**src/rtl/mem_seq_pkg.sv**
```systemverilog
// Shared types for mem_seq: access-size encoding, FSM states and size helpers.
package mem_seq_pkg;

  typedef enum logic [1:0] {
    SZ_NONE = 2'd0,
    SZ_BYTE = 2'd1,
    SZ_HALF = 2'd2,
    SZ_WORD = 2'd3
  } size_e;

  typedef enum logic [1:0] {
    StIdle = 2'd0,
    StRd   = 2'd1,
    StWr   = 2'd2,
    StDone = 2'd3
  } state_e;

  // Value of the read step counter at the edge that captures the last byte.
  localparam logic [2:0] RdLastCnt = 3'd4;

  function automatic logic [2:0] size_bytes(size_e sz);
    logic [2:0] n;
    unique case (sz)
      SZ_NONE: n = 3'd0;
      SZ_BYTE: n = 3'd1;
      SZ_HALF: n = 3'd2;
      SZ_WORD: n = 3'd4;
    endcase
    return n;
  endfunction

endpackage

```
**src/rtl/mem_seq.sv**
```systemverilog
// Sequences 32-bit CPU reads and 8/16/32-bit writes onto a byte-wide registered RAM.
// Optional MEM_SEQ_ALIGN_CHECK_EN adds m_err and rejects misaligned half/word accesses.
module mem_seq
  import mem_seq_pkg::*;
#(
  parameter int unsigned ADDR_W = 8
) (
`ifdef MEM_SEQ_ALIGN_CHECK_EN
  output logic              m_err,
`endif
  input  logic              clk,
  input  logic              reset,
  input  logic              m_in_req,
  input  logic [ADDR_W-1:0] m_in_addr,
  output logic [31:0]       m_in_data,
  output logic              m_in_ready,
  input  logic [1:0]        m_out_sig_write,
  input  logic [ADDR_W-1:0] m_out_addr,
  input  logic [31:0]       m_out_data,
  output logic              m_out_ready,
  output logic [ADDR_W-1:0] ram_addr,
  output logic              ram_we,
  output logic [7:0]        ram_wdata,
  input  logic [7:0]        ram_rdata
);

  state_e            r_state, w_state;
  logic [ADDR_W-1:0] r_addr, w_addr;
  logic              r_we, w_we;
  logic [7:0]        r_wdata, w_wdata;
  logic [31:0]       r_buf, w_buf;
  logic [31:0]       r_rdata, w_rdata;
  logic [2:0]        r_cnt, w_cnt;
  logic [2:0]        r_nbytes, w_nbytes;
  logic              r_in_ready, w_in_ready;
  logic              r_out_ready, w_out_ready;
  size_e             w_size;
  logic              w_wr_misalign, w_rd_misalign;

  assign w_size = size_e'(m_out_sig_write);

`ifdef MEM_SEQ_ALIGN_CHECK_EN
  logic r_err, w_err;
  assign w_wr_misalign = ((w_size == SZ_HALF) && m_out_addr[0]) ||
                         ((w_size == SZ_WORD) && (m_out_addr[1:0] != 2'b00));
  assign w_rd_misalign = (m_in_addr[1:0] != 2'b00);
  assign m_err         = r_err;
`else
  assign w_wr_misalign = 1'b0;
  assign w_rd_misalign = 1'b0;
`endif

  always_comb begin
    w_state     = r_state;
    w_addr      = r_addr;
    w_we        = 1'b0;
    w_wdata     = r_wdata;
    w_buf       = r_buf;
    w_rdata     = r_rdata;
    w_cnt       = r_cnt;
    w_nbytes    = r_nbytes;
    w_in_ready  = 1'b0;
    w_out_ready = 1'b0;
`ifdef MEM_SEQ_ALIGN_CHECK_EN
    w_err       = 1'b0;
`endif
    unique case (r_state)
      StIdle: begin
        // Writes take priority; a coincident read waits for the next idle cycle.
        if (w_size != SZ_NONE) begin
          if (w_wr_misalign) begin
            w_state     = StDone;
            w_out_ready = 1'b1;
`ifdef MEM_SEQ_ALIGN_CHECK_EN
            w_err       = 1'b1;
`endif
          end else begin
            w_state  = StWr;
            w_we     = 1'b1;
            w_addr   = m_out_addr;
            w_wdata  = m_out_data[7:0];
            w_buf    = {8'h00, m_out_data[31:8]};
            w_cnt    = 3'd1;
            w_nbytes = size_bytes(w_size);
          end
        end else if (m_in_req) begin
          if (w_rd_misalign) begin
            w_state    = StDone;
            w_in_ready = 1'b1;
`ifdef MEM_SEQ_ALIGN_CHECK_EN
            w_err      = 1'b1;
`endif
          end else begin
            w_state = StRd;
            w_addr  = m_in_addr;
            w_cnt   = 3'd0;
          end
        end
      end
      StRd: begin
        // RAM data lags the address by one cycle; bytes shift in from the top.
        if (r_cnt != 3'd0) w_buf = {ram_rdata, r_buf[31:8]};
        if (r_cnt < 3'd3) w_addr = r_addr + ADDR_W'(1);
        if (r_cnt == RdLastCnt) begin
          w_rdata    = w_buf;
          w_in_ready = 1'b1;
          w_state    = StDone;
        end else begin
          w_cnt = r_cnt + 3'd1;
        end
      end
      StWr: begin
        if (r_cnt == r_nbytes) begin
          w_out_ready = 1'b1;
          w_state     = StDone;
        end else begin
          w_we    = 1'b1;
          w_addr  = r_addr + ADDR_W'(1);
          w_wdata = r_buf[7:0];
          w_buf   = {8'h00, r_buf[31:8]};
          w_cnt   = r_cnt + 3'd1;
        end
      end
      StDone:  w_state = StIdle;
      default: w_state = StIdle;
    endcase
  end

  always_ff @(posedge clk) begin
    if (reset) begin
      r_state     <= StIdle;
      r_addr      <= '0;
      r_we        <= 1'b0;
      r_wdata     <= 8'h00;
      r_buf       <= 32'h0;
      r_rdata     <= 32'h0;
      r_cnt       <= 3'd0;
      r_nbytes    <= 3'd0;
      r_in_ready  <= 1'b0;
      r_out_ready <= 1'b0;
`ifdef MEM_SEQ_ALIGN_CHECK_EN
      r_err       <= 1'b0;
`endif
    end else begin
      r_state     <= w_state;
      r_addr      <= w_addr;
      r_we        <= w_we;
      r_wdata     <= w_wdata;
      r_buf       <= w_buf;
      r_rdata     <= w_rdata;
      r_cnt       <= w_cnt;
      r_nbytes    <= w_nbytes;
      r_in_ready  <= w_in_ready;
      r_out_ready <= w_out_ready;
`ifdef MEM_SEQ_ALIGN_CHECK_EN
      r_err       <= w_err;
`endif
    end
  end

  assign m_in_data   = r_rdata;
  assign m_in_ready  = r_in_ready;
  assign m_out_ready = r_out_ready;
  assign ram_addr    = r_addr;
  assign ram_we      = r_we;
  assign ram_wdata   = r_wdata;

endmodule

```
**config.mk**
```make
export PLATFORM = sky130hd
export DESIGN_NAME = mem_seq
export DESIGN_NICKNAME = d
export VERILOG_FILES = /design/src/rtl/mem_seq_pkg.sv /design/src/rtl/mem_seq.sv
export SDC_FILE = /design/constraint.sdc
export NUM_CORES = 1
export LEC_CHECK = 0
export ABC_AREA = 0
export BUFFER_PORTS_ARGS = -buffer_cell sky130_fd_sc_hd__buf_4
export CAP_MARGIN = 20
export CORE_ASPECT_RATIO = 1.5
export CORE_MARGIN = 2
export CORE_UTILIZATION = 27
export DETAILED_ROUTE_END_ITERATION = 10
export PLACE_DENSITY = 0.55
export SLEW_MARGIN = 20
export SYNTH_ARGS = -nofsm -noshare
export SYNTH_HDL_FRONTEND = slang
export SYNTH_SLANG_ARGS = --single-unit
```
**constraint.sdc**
```tcl
create_clock -name clk -period 4.9 [get_ports clk]
set_clock_uncertainty 0.2 [all_clocks]
set_input_delay 1.225 -clock clk [delete_from_list [all_inputs] [get_ports clk]]
set_output_delay 1.225 -clock clk [all_outputs]
set_load 0.005 [all_outputs]
```
==> results.ini <==
[synthesis]
yosys_warnings=0
ys_ff_latch=91
synth_edf_count=0
syn_area_um2=3810
synth_async_sr_flop_share=0
syn_area_per_cell_um2=8.24
syn_nets=532
yosysSeqAreaShare=0.478
synth_top_cell_by_area=dfxtp_1
synth.area.top_cells=dfxtp_1 48%, nand2_1 12%, a21oi_1 6.7%
ys_types=43
synthFlopType=dfxtp_1
synthCells=463
synth_top_area_frac=0.478

[clock_network]
hold_buffers=0
clk_latency_ns=0.33
cts-htree-levels=3
path_clk_slew_ns=0.06
clock_path_buffers=2
cts_sinks=91
cts_setup_buffers=0
cts_tree=built
cts_root_buf=clkbuf_16
numCtsBuffers=9
cts_resized=0

[worst_setup_path]
start_kind=register
required_ns=4.97
critPathMaxFanout=32
path_class=reg2reg
arrival_ns=2.90
end_kind=register

[layout]
drive_gt1_frac=0.242
layout_commonest_cell=nand2_1
final_cell_mix=118 x nand2_1, 115 x buf_4, 91 x dfxtp_1
diodes=0
finalNetCount=625
area_growth_pct=32.0
fin_cells=724

[timing]
fmax_mhz=354
tns_ns=0
period_share=0.576
setup_viol=0
finalHoldViolCount=0
rsz0062_at_grt=no
slew_headroom=0.390
fin_crit_ns=2.82
slew_violations=0
tightest_slew_ns=0.915

[floorplanning]
coreArea_um2=13900
row_count=53
die-area_um2=15100
fp.dieH_um=150
start_util=0.274
ios=112
die_w_um=101

[placement]
portBuffers=111
place_inst=710
gp_congestion=0.797
place_hpwl_um=7730

[hold_path]
worst_hold_path_type=reg2reg

[grt]
grt_max_degree=62
grt_pass1_wl_um=17000
antenna_found_initial=0
grt_pass1_vias=3376
grt_overflow_total=0
grt_usage=0.144

[power_and_ir_drop]
p_per_area_nw_per_um2=563
cellLeakagePower_uw=0.00202
vdd_drop_max_mv=0.286
total_power_uw=2840

[routing]
final_antenna_net_count=0
vias=3549
remaining_drc_errors=0
drt_iter0_drc=93
wl_um=11000
route.detailed.wl_per_inst_um=15.2
first_pass_iters=5
vias_per_cell=4.90

[outcome]
status=finished, final reports clean

[flow_run]
maxCapViolations=0

synth_stat cells (2+ instances only):
| master | number |
|---|---|
| buf_2 | 4 |
| a21oi_1 | 51 |
| o21ai_0 | 37 |
| a211o_1 | 2 |
| dfxtp_1 | 91 |
| nand3_1 | 8 |
| buf_1 | 2 |
| clkbuf_1 | 26 |
| nor2_1 | 23 |
| a211oi_1 | 11 |
| or3_1 | 2 |
| ha_1 | 8 |
| nand2_1 | 118 |
| nor2b_1 | 2 |
| nor3_1 | 2 |
| a31oi_1 | 3 |
| inv_1 | 4 |
| and3_1 | 3 |
| mux2i_1 | 10 |
| a22oi_1 | 24 |
| o21a_1 | 2 |
| xnor2_1 | 2 |
| a22o_1 | 8 |
path summary, 6_finish.rpt:
path                               from                         end  slack [ns]  depth (start not counted)
min reg2reg  m_in_data[29]$_SDFFE_PP0P_  m_in_data[29]$_SDFFE_PP0P_        0.26                          2
max             r_state[0]$_SDFFE_PP0P_      r_buf[27]$_SDFFE_PP0P_        2.08                          5
min          m_in_data[29]$_SDFFE_PP0P_  m_in_data[29]$_SDFFE_PP0P_        0.26                          2
max reg2reg     r_state[0]$_SDFFE_PP0P_      r_buf[27]$_SDFFE_PP0P_        2.08                          5
worst max-delay path, cell delays in order (launching register included):
cell     delay (ns)
dfxtp_1        0.33
inv_1          0.13
ha_1           0.70
nand4_4        0.32
a31oi_4        0.81
a22o_1         0.26
logic make-up after synthesis:
| kind of cell | Yosys count | synth area share |
|---|---|---|
| DFF | 91 | 0.478 |
| xor gates and xnor gates | 4 | 0.0112 |
| and+or+nand+nor | 168 | 0.189 |
| buffers and inverters | 38 | 0.0397 |
| adders and majority gates | 8 | 0.0262 |
| AOI/OAI and AO/OA | 143 | 0.227 |
| muxes | 11 | 0.0292 |
where the power goes:
part           leakage, uW  switching [uW]  internal (uW)  total [uW]
sequential        0.000742             137            919        1060
clock             0.000132             276            369         645
combinational      0.00114             686            450        1140
total              0.00202            1100           1740        2840
metrics by stage:
step | hold slack, ns | utilization | area, um2 | setup slack [ns]
2_1_floorplan | 0.225 | - | 3810 | 2.36
3_3_place_gp | 0.239 | 0.342 | 4770 | 1.78
3_5_place_dp | 0.250 | 0.342 | 4770 | 1.73
4_1_cts | 0.259 | 0.362 | 5040 | 1.99
5_1_grt | 0.280 | 0.362 | 5040 | 1.84
6_report | 0.256 | 0.362 | 5040 | 2.08
cell type report:
type	count	area [um2]
timing repair buffer	115	863
tap	165	206
fill	1453	8890
clock inverter	1	8.76
clock buffer	13	260
sequential	91	1820
inverter	5	18.8
multi-input combinational	334	1860
sequential cells by signal (all words and copies together) (netlist names):
signal       flops
m_in_data       32
ram_addr         8
r_nbytes         3
r_cnt            3
r_state          2
m_out_ready      1
ram_we           1
ram_wdata        8
r_buf           32
m_in_ready       1
layer usage:
layer	GRT usage	share of wire	vias up
li1	-	-	1792
met1	0.172	0.43	1628
met2	0.242	0.49	108
met3	0.0322	0.053	21
met4	0.0649	0.025	0
met5	0	0	-
Note: power is estimated with default switching activity, not from simulation.
